--- src/rtl/washer_setting_ctrl.sv ---
// Program / water-level selector with click auto-repeat and a RUN/PAUSE countdown.
// data = {water, stage mask (W,R,S), remaining}; done pulses once when the countdown hits zero.
module washer_setting_ctrl #(
    parameter int N_PROG     = 6,
    parameter int PROG_W     = 3,
    parameter int N_WATER    = 5,
    parameter int DEF_WATER  = 2,
    parameter int WASH_T     = 10,
    parameter int RINSE_T    = 6,
    parameter int SPIN_T     = 5,
    parameter int TIME_W     = 20,
    parameter int TICK_DIV   = 4,
    parameter int REPEAT_EN  = 1,
    parameter int REPEAT_DLY = 8,
    parameter int REPEAT_PER = 4
) (
    input  logic              cp,
    input  logic              rst,
    input  logic              click,
    input  logic              waterBtn,
    input  logic [2:0]        state,
    output logic [PROG_W-1:0] setData,
    output logic [TIME_W+5:0] data,
    output logic              done
);

    localparam int TW   = (TICK_DIV > 1) ? $clog2(TICK_DIV) : 1;
    localparam int RMAX = (REPEAT_DLY > REPEAT_PER) ? REPEAT_DLY : REPEAT_PER;
    localparam int RW   = $clog2(RMAX + 1);
    localparam logic [63:0] TSAT = (64'd1 << TIME_W) - 64'd1;

    typedef enum logic [2:0] {
        S_OFF   = 3'd0,
        S_IDLE  = 3'd1,
        S_SET   = 3'd2,
        S_RUN   = 3'd3,
        S_PAUSE = 3'd4
    } st_t;

    st_t               st, prev_st;
    logic [PROG_W-1:0] prog, prog_nxt;
    logic [2:0]        water, water_nxt;
    logic [TIME_W-1:0] remaining, rem_nxt, total;
    logic [TW-1:0]     tick_cnt, tick_nxt;
    logic [RW-1:0]     rep_cnt, rep_nxt;
    logic              click_q;
    logic              press, fire, edit, done_nxt;
    logic [2:0]        mask;
    logic [63:0]       sum;
    logic [TIME_W+5:0] data_nxt;

    always_comb begin
        case (state)
            3'd1:    st = S_IDLE;
            3'd2:    st = S_SET;
            3'd3:    st = S_RUN;
            3'd4:    st = S_PAUSE;
            default: st = S_OFF;
        endcase
    end

    // Stage mask and total run time for the currently selected program/level
    always_comb begin
        case (32'(prog) % 32'd6)
            0:       mask = 3'b111;
            1:       mask = 3'b100;
            2:       mask = 3'b110;
            3:       mask = 3'b011;
            4:       mask = 3'b010;
            default: mask = 3'b001;
        endcase
        sum = 64'd0;
        if (mask[2]) sum = sum + 64'(WASH_T) * 64'(water);
        if (mask[1]) sum = sum + 64'(RINSE_T) * 64'(water);
        if (mask[0]) sum = sum + 64'(SPIN_T);
        total = (sum > TSAT) ? TSAT[TIME_W-1:0] : sum[TIME_W-1:0];
    end

    // rep_cnt counts down to the next auto-repeat while the button stays held
    always_comb begin
        press   = click & ~click_q;
        fire    = (REPEAT_EN != 0) && click && click_q && (rep_cnt == '0);
        edit    = press | fire;
        rep_nxt = '0;
        if (press)
            rep_nxt = RW'(REPEAT_DLY - 1);
        else if (click && click_q)
            rep_nxt = (rep_cnt == '0) ? RW'(REPEAT_PER - 1) : rep_cnt - RW'(1);
    end

    always_comb begin
        prog_nxt  = prog;
        water_nxt = water;
        rem_nxt   = remaining;
        tick_nxt  = tick_cnt;
        done_nxt  = 1'b0;
        case (st)
            S_OFF: begin
                prog_nxt  = '0;
                water_nxt = 3'(DEF_WATER);
                rem_nxt   = '0;
                tick_nxt  = '0;
            end
            S_IDLE: begin
                rem_nxt  = total;
                tick_nxt = '0;
            end
            S_SET: begin
                rem_nxt  = total;
                tick_nxt = '0;
                if (edit) begin
                    if (waterBtn)
                        water_nxt = (water == 3'(N_WATER)) ? 3'd1 : water + 3'd1;
                    else
                        prog_nxt = (prog == PROG_W'(N_PROG - 1)) ? '0 : prog + PROG_W'(1);
                end
            end
            S_RUN: begin
                if (prev_st != S_RUN && prev_st != S_PAUSE) begin
                    rem_nxt  = total;
                    tick_nxt = '0;
                end else if (tick_cnt == TW'(TICK_DIV - 1)) begin
                    tick_nxt = '0;
                    if (remaining != '0) begin
                        rem_nxt  = remaining - TIME_W'(1);
                        done_nxt = (remaining == TIME_W'(1));
                    end
                end else begin
                    tick_nxt = tick_cnt + TW'(1);
                end
            end
            default: ; // PAUSE freezes the countdown
        endcase
        data_nxt = (st == S_OFF) ? '0 : {water, mask, rem_nxt};
    end

    always_ff @(posedge cp) begin
        if (rst) begin
            prog      <= '0;
            water     <= 3'(DEF_WATER);
            remaining <= '0;
            tick_cnt  <= '0;
            click_q   <= 1'b0;
            rep_cnt   <= '0;
            prev_st   <= S_OFF;
            done      <= 1'b0;
            data      <= '0;
        end else begin
            prog      <= prog_nxt;
            water     <= water_nxt;
            remaining <= rem_nxt;
            tick_cnt  <= tick_nxt;
            click_q   <= click;
            rep_cnt   <= rep_nxt;
            prev_st   <= st;
            done      <= done_nxt;
            data      <= data_nxt;
        end
    end

    assign setData = prog;

endmodule

--- config.mk ---
export PLATFORM = sky130hd
export DESIGN_NAME = washer_setting_ctrl
export DESIGN_NICKNAME = d
export VERILOG_FILES = /design/src/rtl/washer_setting_ctrl.sv
export SDC_FILE = /design/constraint.sdc
export NUM_CORES = 1
export LEC_CHECK = 0
export BUFFER_PORTS_ARGS = -buffer_cell sky130_fd_sc_hd__buf_4
export CAP_MARGIN = 10
export CORE_ASPECT_RATIO = 0.7
export CORE_MARGIN = 2
export CORE_UTILIZATION = 50
export DETAILED_ROUTE_END_ITERATION = 8
export PLACE_DENSITY = 0.72
export SLEW_MARGIN = 30
export SYNTH_ARGS = -nofsm -noshare
export SYNTH_HDL_FRONTEND = slang
export SYNTH_SLANG_ARGS = --single-unit
export TNS_END_PERCENT = 10
--- constraint.sdc ---
create_clock -name cp -period 2.57 [get_ports cp]
set_input_delay 0.1285 -clock cp [delete_from_list [all_inputs] [get_ports cp]]
set_output_delay 0.1285 -clock cp [all_outputs]
set_load 0.01 [all_outputs]
; ---- Word level (Yosys, flattened, before mapping)
; Cells that the tools add are included.
[totals]
regBits = 63
latchBits = 0
ram_bits = 0
rom_bits = 0
output_inout_bits = 30
mem_count = 0
[op_classes]
addsub = 7
multipliers = 2
n_div = 1
order_cmp = 1
n_eq_ne = 20
shifts = 0
muxes = 24
bitwise_logic = 7
reduce_logical = 16
[op_table]
columns = cell, n
row1 = $mux 64, 2
row2 = $mux 20, 4
row3 = $add 64x3->64 const B, 1
row4 = $add 64x6->64, 1
row5 = $eq 32x2->1 const B, 2
row6 = $gt 64x20->1 const B, 1
row7 = $pmux 20 s3, 1
row8 = $eq 32x1->1 const B, 1
row9 = $eq 32x3->1 const B, 1
row10 = $logic_not 32->1, 1
row11 = $mod 3x3->32 const B, 1
row12 = $mux 3, 9
row13 = $eq 20x1->1 const B, 1
row14 = $reduce_bool 20->1, 1
row15 = $sub 20x1->20 const B, 1
row16 = $pmux 3 s5, 1
row17 = $eq 3x2->1 const B, 4
row18 = $pmux 3 s2, 2
row19 = $pmux 3 s4, 1
row20 = $eq 3x3->1 const B, 3
row21 = $mux 7, 1
row22 = $add 3x1->3 const B, 2
row23 = $eq 3x1->1 const B, 2
row24 = $mul 3x3->6 const A, 1
row25 = 21 further kinds, 33

; ---- Longest topological paths before layout
[logic_depth]
ltp_word = 12
ltp_mapped = 12

; ---- Least setup slack after synthesis
; Ideal clock, no wire load.
[synth_timing]
path_type = reg2reg
startpoint = reg water[0]
endpoint = reg data[6]
setup_ns = 0.122
arrival_time_ns = 2.686
t_required_ns = 2.448
slack_ns = -0.238
stages_incl_launch_ff = 10
path_buffers = 0
synth_period_minus_slack_ns = 2.808
path_cell_list = dfxtp_1 ha_1 fa_1 ha_1 o21ai_0 a21oi_1 a221o_1 nor3_1 xnor2_1 a221o_1
[synth_between]
elab_chain_len = 10
elab_cells_between_ends = 11
[synth_lines]
columns = element, line_no
row1 = start: declaration, 42  ; logic [2:0] water, water_nxt;
row2 = start signal: assignment, 140  ; water <= 3'(DEF_WATER);
row3 = start signal: assignment, 150  ; water <= water_nxt;
row4 = $mul 3x3->6, 73  ; if (mask[2]) sum = sum + 64'(WASH_T) * 64'(water);
row5 = $mux 7, 73
row6 = $add 64x6->64, 74  ; if (mask[1]) sum = sum + 64'(RINSE_T) * 64'(water);
row7 = $mux 64 *, 74
row8 = $add 64x3->64, 75  ; if (mask[0]) sum = sum + 64'(SPIN_T);
row9 = $mux 64 *, 75
row10 = $gt 64x20->1, 76  ; total = (sum > TSAT) ? TSAT[TIME_W-1:0] : sum[TIME_W-1:0];
row11 = $mux 20 *, 76
row12 = $mux 20, 119  ; if (prev_st != S_RUN && prev_st != S_PAUSE) begin
row13 = $pmux 20 s3 *, 97  ; case (st)
row14 = end signal: assignment, 157  ; data <= data_nxt;
row15 = end: declaration, 23  ; output logic [TIME_W+5:0] data,
; Every way passes the cells marked *; elsewhere a longest branch is shown, timed or not.
; A chain may end at the register's enable or synchronous reset.

; ---- Worst setup path in the final report
[layout_timing]
startpoint = reg water[1]
endpoint = reg remaining[7]
[layout_between]
elab_chain_len = 10
elab_cells_between_ends = 11
[layout_lines]
columns = element, line_no
row1 = $mul 3x3->6, 73
row2 = $mux 7, 73
row3 = $add 64x6->64, 74
row4 = $mux 64 *, 74
row5 = $add 64x3->64, 75
row6 = $mux 64 *, 75
row7 = $gt 64x20->1, 76
row8 = $mux 20 *, 76
row9 = $mux 20, 119
row10 = $pmux 20 s3 *, 97
row11 = end signal: assignment, 151  ; remaining <= rem_nxt;
row12 = end: declaration, 43  ; logic [TIME_W-1:0] remaining, rem_nxt, total;
; Marks and branches as above.

==> flow_summary.ini <==
[timing]
setup_violations = 10
fmax_mhz = 356
setup_ws_ns = -0.242
relSlewSlack = 0.591
finalHoldViolCount = 0
worst_slew_pin_slew_ns = 0.607
holdWs_ns = 0.0357
slew_viol_final = 0
timing.final.crit_share = 1.09
rsz0062_at_grt = true
fin_crit_ns = 2.81
fin_skew_ns = 0.00759

[grt]
antenna_found_initial = 0
grt_pass1_vias = 2863
gr-usage-all-layers = 0.244
grt_overflow_total = 0
grt_pass1_wl_mm = 13.8
grt_max_degree = 23

[clock_network]
ctsHoldBuffers = 0
cts_sinks = 63
cts_tree = built
cts_max_level = 3
clk_pin_slew_worst_paths_ns = 0.07
clock_latency_ns = 0.34
root_buffer = clkbuf_8
cts_made_buffers = 9
cts.path.max_buffers = 2

[synthesis]
ys_types = 60
ys_warn_count = 0
syn_avg_cell_area_um2 = 8.66
synth_edf_count = 0
netlist_instances = 383
synth_top_cells_by_area = dfxtp_1 38%, ha_1 6.8%, o21ai_0 6.2%, nor2_1 4.1%, nor3_1 3.5%
yosysTopAreaCell = dfxtp_1
synthArstFlopShare = 0
yosysTopAreaCellShare = 0.380
ys_ff_latch = 63
synth_ff_type = dfxtp_1
syn_area_um2 = 3320
synth-seq-area-share = 0.380
synth_fp_nets = 410

[die]
num_io_pins = 37
core_um2 = 6310
die_h_um = 72.1
initial_utilization = 0.526
rows = 24
die_area_um2 = 7310
die_x_um = 101

[placement]
dp.cells = 532
gp_congestion = 1.02
port_buffers = 36
dp_hpwl_mm = 6.31

[route]
num_vias = 3169
wl_per_cell_um = 15.6
wl_mm = 8.63
postRouteAntennaNets = 0
firstDrtPassIters = 5
drc = 0
vias_per_cell = 5.74
drtIter0Drc = 265

[cells_and_area]
antennaDiodeCount = 0
multi_input_area_um2 = 2060
layoutNonFillerInstCount = 552
drive_gt1_frac = 0.314
fillers = 514
seqCellArea_um2 = 1270
nNetsFinal = 496
area_delta_synth_final_pct = 32.1

[pwr]
finalPower_mw = 2.42
p_per_area_nw_per_um2 = 552
ir_worst_vdd_v = 0.000347
p_leak_nw = 1.88

[critical_path]
critPathKind = reg -> reg
cp.required_ns = 2.84
worstPathArrival_ns = 3.08
cp-start-kind = flip-flop
crit_path_end_kind = flip-flop
path_max_fanout = 6

[hold_path]
hold_path.class = in -> reg

[status]
run_status = finished with violations
violations = negative setup slack

[run]
drv_cap = 0
==> layer usage <==
layer,share of wire,vias to the layer above,global-route usage
met5,0,-,0
met4,0.012,0,0.0781
met2,0.42,101,0.343
li1,-,1581,-
met3,0.066,13,0.0645
met1,0.50,1474,0.364
==> layout by cell type (no fill, tap or decap), types with 7 or more instances in the layout <==
master,Yosys,routed
nor2_1,36,33
nand2b_1,7,7
dfxtp_1,63,58
clkbuf_8,0,9
buf_4,2,90
a21oi_1,22,19
nor3_1,23,20
nor2b_1,8,7
ha_1,18,16
xnor2_1,10,10
nand3_1,8,8
o21ai_0,41,37
inv_1,16,16
nand2_1,20,20
==> cell families after synthesis <==
logic type | synth area share
flip-flops | 0.380
XOR/XNOR | 0.0370
buffers and inverters | 0.0419
AO/OA/AOI/OAI | 0.219
multiplexers | 0.00905
adder cells (fa/ha/maj) | 0.0830
AND/OR/NAND/NOR | 0.230
==> worst max-delay path, stage by stage, from the launching register on <==
cell and delay, ns:
dfxtp_4 0.38, ha_4 0.17, fa_2 0.54, ha_4 0.21, o21ai_2 0.12, a21oi_2 0.07
buf_4 0.14, a221o_1 0.38, buf_4 0.16, nor4_2 0.26, buf_4 0.16, a2bb2oi_1 0.14
==> synth_stat cells, drive strengths merged (7+ instances only) <==
cell and number:
nand3 8, a21oi 22, dfxtp 63, nor2b 8, o21ai 41, o31ai 7
nand2b 7, ha 18, nor2 36, clkbuf 10, inv 16, xnor2 10
nand2 20, nor3 24
==> path summary, 6_finish.rpt <==
check,startpoint,end,slack [ns],cells after the start
hold reg to reg,remaining[11]$_SDFF_PP0_,data[11]$_SDFF_PP0_,0.48,1
setup reg to reg,water[1]$_SDFFE_PP1P_,remaining[7]$_SDFF_PP0_,-0.24,11
setup / recovery,water[1]$_SDFFE_PP1P_,remaining[7]$_SDFF_PP0_,-0.24,11
hold / removal,state[2],prev_st[1]$_SDFF_PP0_,0.04,2
==> metrics by stage <==
step	worst slack, ns	util	area, um^2	setup TNS [ns]
after floorplan	-0.0145	-	3380	-0.0291
after global placement	-0.319	0.641	4040	-1.36
after detailed placement	-0.363	0.641	4040	-1.86
after CTS	-0.243	0.677	4270	-1.56
after global routing	-0.300	0.695	4380	-2.39
final	-0.242	0.695	4380	-1.60
==> what timing repair did <==
action	4_1_cts	5_1_grt
endpoints found under the setup margin	12	34
pin swaps	3	2
resized for setup	4	23
setup buffers	1	3
==> where the power goes <==
group	leakage [nW]	internal [mW]	total, mW	switching (mW)
clock network	0.107	0.543	0.937	0.394
logic	1.26	0.214	0.460	0.245
registers	0.514	1.00	1.02	0.0187
==> area by class of cell <==
cell class,count,area share
inverters,16,0.0137
repair buffers,90,0.154
clock buffers,10,0.0291
well taps,78,0.0223
clock inverters,6,0.0191
multi-input cells,289,0.471
flip-flops and latches,63,0.290
==> registers in the layout (all words and copies together) (netlist names) <==
| signal | count |
|---|---|
| water | 3 |
| done | 1 |
| setData | 3 |
| rep_cnt | 4 |
| click_q | 1 |
| data | 26 |
| tick_cnt | 2 |
| prev_st | 3 |
| remaining | 20 |
Power figures use the tool's default switching activity.
